<file path="src/rtl/game_check.sv">
// game_check: crash/score/game-state FSM for the flappy-bird style game (optional high score via GAME_CHECK_HIGH_SCORE_EN)
module game_check #(
   parameter int BIRD_W    = 34,
   parameter int BIRD_H    = 24,
   parameter int PIPE_W    = 52,
   parameter int GAP_H     = 150,
   parameter int FLOOR_Y   = 650,
   parameter int OVER_HOLD = 120
) (
   input  logic        clk,
   input  logic        RESET_N,
   input  logic        move,
   input  logic        start,
   input  logic [10:0] bird_x,
   input  logic [10:0] bird_y,
   input  logic [10:0] pipe_x,
   input  logic [10:0] gap_y,
   output logic        RESET_GAME,
   output logic        game_over,
   output logic [7:0]  score,
   output logic [1:0]  state,
   output logic [7:0]  high_score
);
   localparam int HW = $clog2(OVER_HOLD + 1);
   localparam logic [11:0] BW_C = 12'(BIRD_W);
   localparam logic [11:0] BH_C = 12'(BIRD_H);
   localparam logic [11:0] PW_C = 12'(PIPE_W);
   localparam logic [11:0] GH_C = 12'(GAP_H);
   localparam logic [11:0] FY_C = 12'(FLOOR_Y);
   typedef enum logic [1:0] {IDLE = 2'd0, PLAY = 2'd1, OVER = 2'd2} state_e;
   state_e          state_q, state_d;
   logic [7:0]      score_q, score_d;
   logic            passed_q, passed_d;
   logic            pulse_q, pulse_d;
   logic [HW-1:0]   hold_q, hold_d;
   logic [11:0]     bx, by, px, gy;
   logic            crash, cleared, ahead;
   assign bx = {1'b0, bird_x};
   assign by = {1'b0, bird_y};
   assign px = {1'b0, pipe_x};
   assign gy = {1'b0, gap_y};
   // collision and pipe-position predicates, all widened to 12 bits so nothing wraps
   always_comb begin
      crash   = (by + BH_C >= FY_C) || bird_y[10] ||
                ((bx + BW_C > px) && (bx < px + PW_C) && ((by < gy) || (by + BH_C > gy + GH_C)));
      cleared = px + PW_C < bx;
      ahead   = px > bx + BW_C;
   end
   // next-state: start only from IDLE, crash/score only on PLAY move ticks, hold countdown in OVER
   always_comb begin
      state_d  = state_q;
      score_d  = score_q;
      passed_d = passed_q;
      hold_d   = hold_q;
      pulse_d  = 1'b0;
      case (state_q)
         IDLE: if (start) begin
            state_d  = PLAY;
            score_d  = '0;
            passed_d = 1'b0;
            pulse_d  = 1'b1;
         end
         PLAY: if (move) begin
            if (crash) begin
               state_d = OVER;
               hold_d  = '0;
            end else if (cleared && !passed_q) begin
               score_d  = (score_q == 8'hFF) ? score_q : score_q + 8'd1;
               passed_d = 1'b1;
            end else if (ahead) begin
               passed_d = 1'b0;
            end
         end
         OVER: if (move) begin
            state_d = (hold_q == HW'(OVER_HOLD - 1)) ? IDLE : OVER;
            hold_d  = (hold_q == HW'(OVER_HOLD - 1)) ? '0 : hold_q + 1'b1;
         end
         default: state_d = IDLE;
      endcase
   end
   // state register with asynchronous abandon-the-run reset
   always_ff @(posedge clk or negedge RESET_N) begin
      if (!RESET_N) begin
         state_q  <= IDLE;
         score_q  <= '0;
         passed_q <= 1'b0;
         pulse_q  <= 1'b0;
         hold_q   <= '0;
      end else begin
         state_q  <= state_d;
         score_q  <= score_d;
         passed_q <= passed_d;
         pulse_q  <= pulse_d;
         hold_q   <= hold_d;
      end
   end
   assign RESET_GAME = pulse_q;
   assign game_over  = (state_q == OVER);
   assign score      = score_q;
   assign state      = state_q;
`ifdef GAME_CHECK_HIGH_SCORE_EN
   logic [7:0] high_q;
   // best score captured on the crash edge; crash never changes score so score_q is final
   always_ff @(posedge clk or negedge RESET_N) begin
      if (!RESET_N) high_q <= '0;
      else if (state_q == PLAY && state_d == OVER && score_q > high_q) high_q <= score_q;
   end
   assign high_score = high_q;
`else
   assign high_score = '0;
`endif
endmodule
</file>
<file path="config.mk">
export PLATFORM = sky130hd
export DESIGN_NAME = game_check
export DESIGN_NICKNAME = d
export VERILOG_FILES = /design/src/rtl/game_check.sv
export SDC_FILE = /design/constraint.sdc
export NUM_CORES = 1
export LEC_CHECK = 0
export CAP_MARGIN = 20
export CORE_UTILIZATION = 56
export CTS_CLUSTER_DIAMETER = 40
export CTS_CLUSTER_SIZE = 40
export DETAILED_ROUTE_END_ITERATION = 8
export PLACE_DENSITY = 0.85
export SYNTH_ARGS = -nofsm -noshare
export SYNTH_HDL_FRONTEND = slang
export SYNTH_SLANG_ARGS = --single-unit
</file>
<file path="constraint.sdc">
create_clock -name clk -period 5.2 [get_ports clk]
set_input_delay 1.3 -clock clk [delete_from_list [all_inputs] [get_ports clk]]
set_output_delay 1.3 -clock clk [all_outputs]
set_load 0.05 [all_outputs]
</file>
==> reports/results.tsv <==
stage	metric	value	unit
yosys	Synth cell types	61	
setup_path	r2r endpoint	score[7]	
setup_path	reg-to-reg setup timing slack	2.70	ns
sta	RSZ-0062 raised after global routing	false	
power_and_ir_drop	Clock Power Share	13.8	%
detailed_routing	mean routed wirelength per cell	14.25	um
sta	Max Clock Freq	218.0	MHz
sta	Worst Tran Pin Value	0.8513	ns
sta	Setup Skew	0.001822	ns
die	IO Count	68	
die	Initial Util	58.11	%
finish	Fillers	418	
cts	CTS Sinks	19	
detailed_routing	post-detailed-route count of antenna-violating nets	0	
setup_path	critical path's top delay family	simple AND/OR/NAND/NOR gates	
cts	worst-case clock buffer depth	2	
yosys	largest family of logic cells by synthesized area	simple AND/OR/NAND/NOR gates	
detailed_routing	drt via density	5.921	
sta	setup violation total in the final timing report	0	
detailed_routing	Post-route DRC	0	
yosys	Top FF cell, synth	dfrtp_1	
power_and_ir_drop	Psw	0.0003539	W
detailed_routing	WL final	6.997	mm
yosys	Post-synth ARST share	100.0	%
setup_path	worst r2r path cells	6	
yosys	Post-Syn Area	0.002949	mm2
placed_design	GP Congestion	0.8857	
cts	root buffer cell	clkbuf_8	
detailed_routing	via count	2907	
placed_design	Final HPWL DP	5.651	mm
grt	vias in the first global route	2712	
yosys	post-synthesis mux area share	0.8485	%
yosys	Post-Synthesis Cells	364	
yosys	top cells by count, synth	49 x ha_1, 35 x inv_1, 31 x nand3_1, 25 x nand2_1, 23 x xnor2_1	
grt	gr ovfl total	0	
power_and_ir_drop	Pint	0.0004124	W
die	die height	74.57	um
sta	Slew headroom	43.07	%
power_and_ir_drop	leak pwr	1.631	nW
cts	post_cts resized	0	
setup_path	Critical Path RT	5.40	ns
power_and_ir_drop	power share of the sequential group	30.8	%
power_and_ir_drop	Sw Share	46.19	%
die	die footprint	0.005561	mm2
power_and_ir_drop	VDD IR-drop max	0.1316	mV
flow_run	Max-cap violations	0	
power_and_ir_drop	Pwr Density	212.7	mW/mm2
die	Std-Cell Rows	26	
sta	Final period util	88.22	%
sta	min Tclk post-route	4.588	ns
detailed_routing	initial DRC count	179	
setup_path	crit-path max FO	21	
setup_path	WP data arrival	4.79	ns
status	run status	finished clean	
finish	area grow syn2layout	22.19	%
setup_path	number of buffers and inverters on the critical path	1	
min_path	worst hold start	hold_q[0]	
setup_path	critical path type	in -> reg	
grt	largest net degree at the start of global routing	22	
min_path	Worst Hold Path EP	hold_q[0]	
yosys	Mean Syn Cell Area	8.102	um2
detailed_routing	Initial DRT Pass Iterations	4	
setup_path	CP endpoint kind	register	
sta	Final Max Slew Viols	0	
yosys	top-count cell post-synth	ha_1	
placed_design	Buffers on Ports	59	
die	Die X	74.57	um
min_path	Worst Hold Depth	1	
yosys	top cells by area, synth	ha_1 21%, dfrtp_1 16%, xnor2_1 6.8%, nand3_1 5.3%, inv_1 4.5%	
yosys	Synth top area share	20.79	%
cts	post-CTS setup-driven buffer insertion count	0	
cts	clk_lat worst skew	0.26	ns
cts	htree depth	1	
yosys	Warnings, synthesis	0	
min_path	HP Class	reg -> reg	
cts	CTS Hold Bufs	0	
yosys	post-synth top area cell	ha_1	
finish	area occupied by multi-input gates	0.002273	mm2
cts	CTS tree	done	
setup_path	FF-to-FF Start	state[0]	
setup_path	CP max-delay cell	clkdlybuf4s50_1	
yosys	Compound-Gate Fraction of Synth Area	22.27	%
finish	Register Area	475.5	um2
finish	Nets	519	
sta	TNS Setup	0	ns
yosys	xor and xnor area share after synthesis	8.613	%
cts	Reg clk slew, reported paths	0.07	ns
sta	final hold vios	0	
yosys	Seq/Total Area, Yosys	16.12	%
power_and_ir_drop	combinational power share	55.4	%
grt	initial antenna violation count	0	
setup_path	crit path cell chain	clkdlybuf4s50_1 > ha_1 > nor3_1 > nand2b_1 > xnor2_1 > ha_1 > nand3_1 > a311oi_2 > a21boi_2 > nor4_1 > nand3_2 > or3_1 > nand3_1	
grt	gr usage total	25.25	%
setup_path	CP Launch Type	primary input	
yosys	Synth Area in Adders	20.79	%
sta	worst hold slack	0.5270	ns
yosys	Synth Area in Simple Gates	23.55	%
finish	share of post-route cells with drive strength above 1	4.988	%
setup_path	Critical Path Max Stage Delay	0.51	ns
die	Core Region	0.005075	mm2
cts	Num CTS Buffers	3	
yosys	FF+latch count, synth	19	
finish	Inserted Diodes	0	
grt	global-route wire length before repair	11.27	mm
yosys	Post-synth EDFFs	0	
[registers in the layout, summed over array words and instances, names as in the netlist]
signal and cells:
hold_q 7, state 2, score 8, passed_q 1, RESET_GAME 1
[layer usage]
metal,wire (um),track usage [%],vias to the layer above
met5,0,0,-
met1,3135,32.00,1355
met4,49,4.822,0
met3,307,4.065,8
li1,-,-,1449
met2,3504,45.25,95
[metrics by stage]
stage               utilization, %  setup WS [ns]  cell area, um2  cells  power [W]
floorplan                        -          1.318            2975    371  0.0005204
global placement             70.12         0.4990            3558    487  0.0006421
detailed placement           70.12         0.3850            3558    487  0.0006576
CTS                          71.01         0.6410            3603    491  0.0007622
global route                 71.01         0.3423            3603    491  0.0008198
finish                       71.01         0.6123            3603    491  0.0007663
[cell families after synthesis]
| family | Yosys count |
|---|---|
| and+or+nand+nor | 126 |
| adders and majority gates | 49 |
| buffers and inverters | 48 |
| other | 1 |
| muxes | 2 |
| AOI/OAI and AO/OA | 90 |
| xor gates and xnor gates | 29 |
| DFF | 19 |
[cell usage in the layout, fill, tap and decap left out, drive strengths merged, types with 11 or more instances in the layout]
cell type / synthesis / layout
clkdlybuf4s50: 0 / 59
ha: 49 / 49
inv: 35 / 35
nand3: 32 / 32
nand2: 25 / 25
xnor2: 23 / 23
a21oi: 22 / 22
dfrtp: 19 / 19
o21ai: 15 / 15
nor2: 13 / 13
o211ai: 12 / 12
nand4: 11 / 11
[worst max-delay path by stage]
| stage | startpoint | end | cells past startpoint |
|---|---|---|---|
| global placement | pipe_x[2] | score[7] | 13 |
| floorplan | gap_y[1] | hold_q[6] | 15 |
| global route | pipe_x[2] | score[7] | 13 |
| CTS | pipe_x[2] | score[7] | 13 |
| detailed placement | pipe_x[2] | score[7] | 13 |
| finish | pipe_x[2] | score[7] | 13 |
[power by group through the flow]
stage	Clock [W]	Combinational [W]	Sequential [W]
finish	0.000106	0.000425	0.000236
floorplan	0	0.000269	0.000252
CTS	0.000105	0.000423	0.000234
global placement	0	0.000406	0.000236
global route	0.000110	0.000466	0.000243
detailed placement	0	0.000421	0.000236
[area by class of cell]
cell class,instances,share of cell area (%)
multi-input cells,304,63.09
repair buffers,59,16.39
flip-flops and latches,19,13.19
inverters,35,3.646
well taps,70,2.431
clock buffers,4,1.250
No activity file was read; power rests on OpenSTA's default activity.
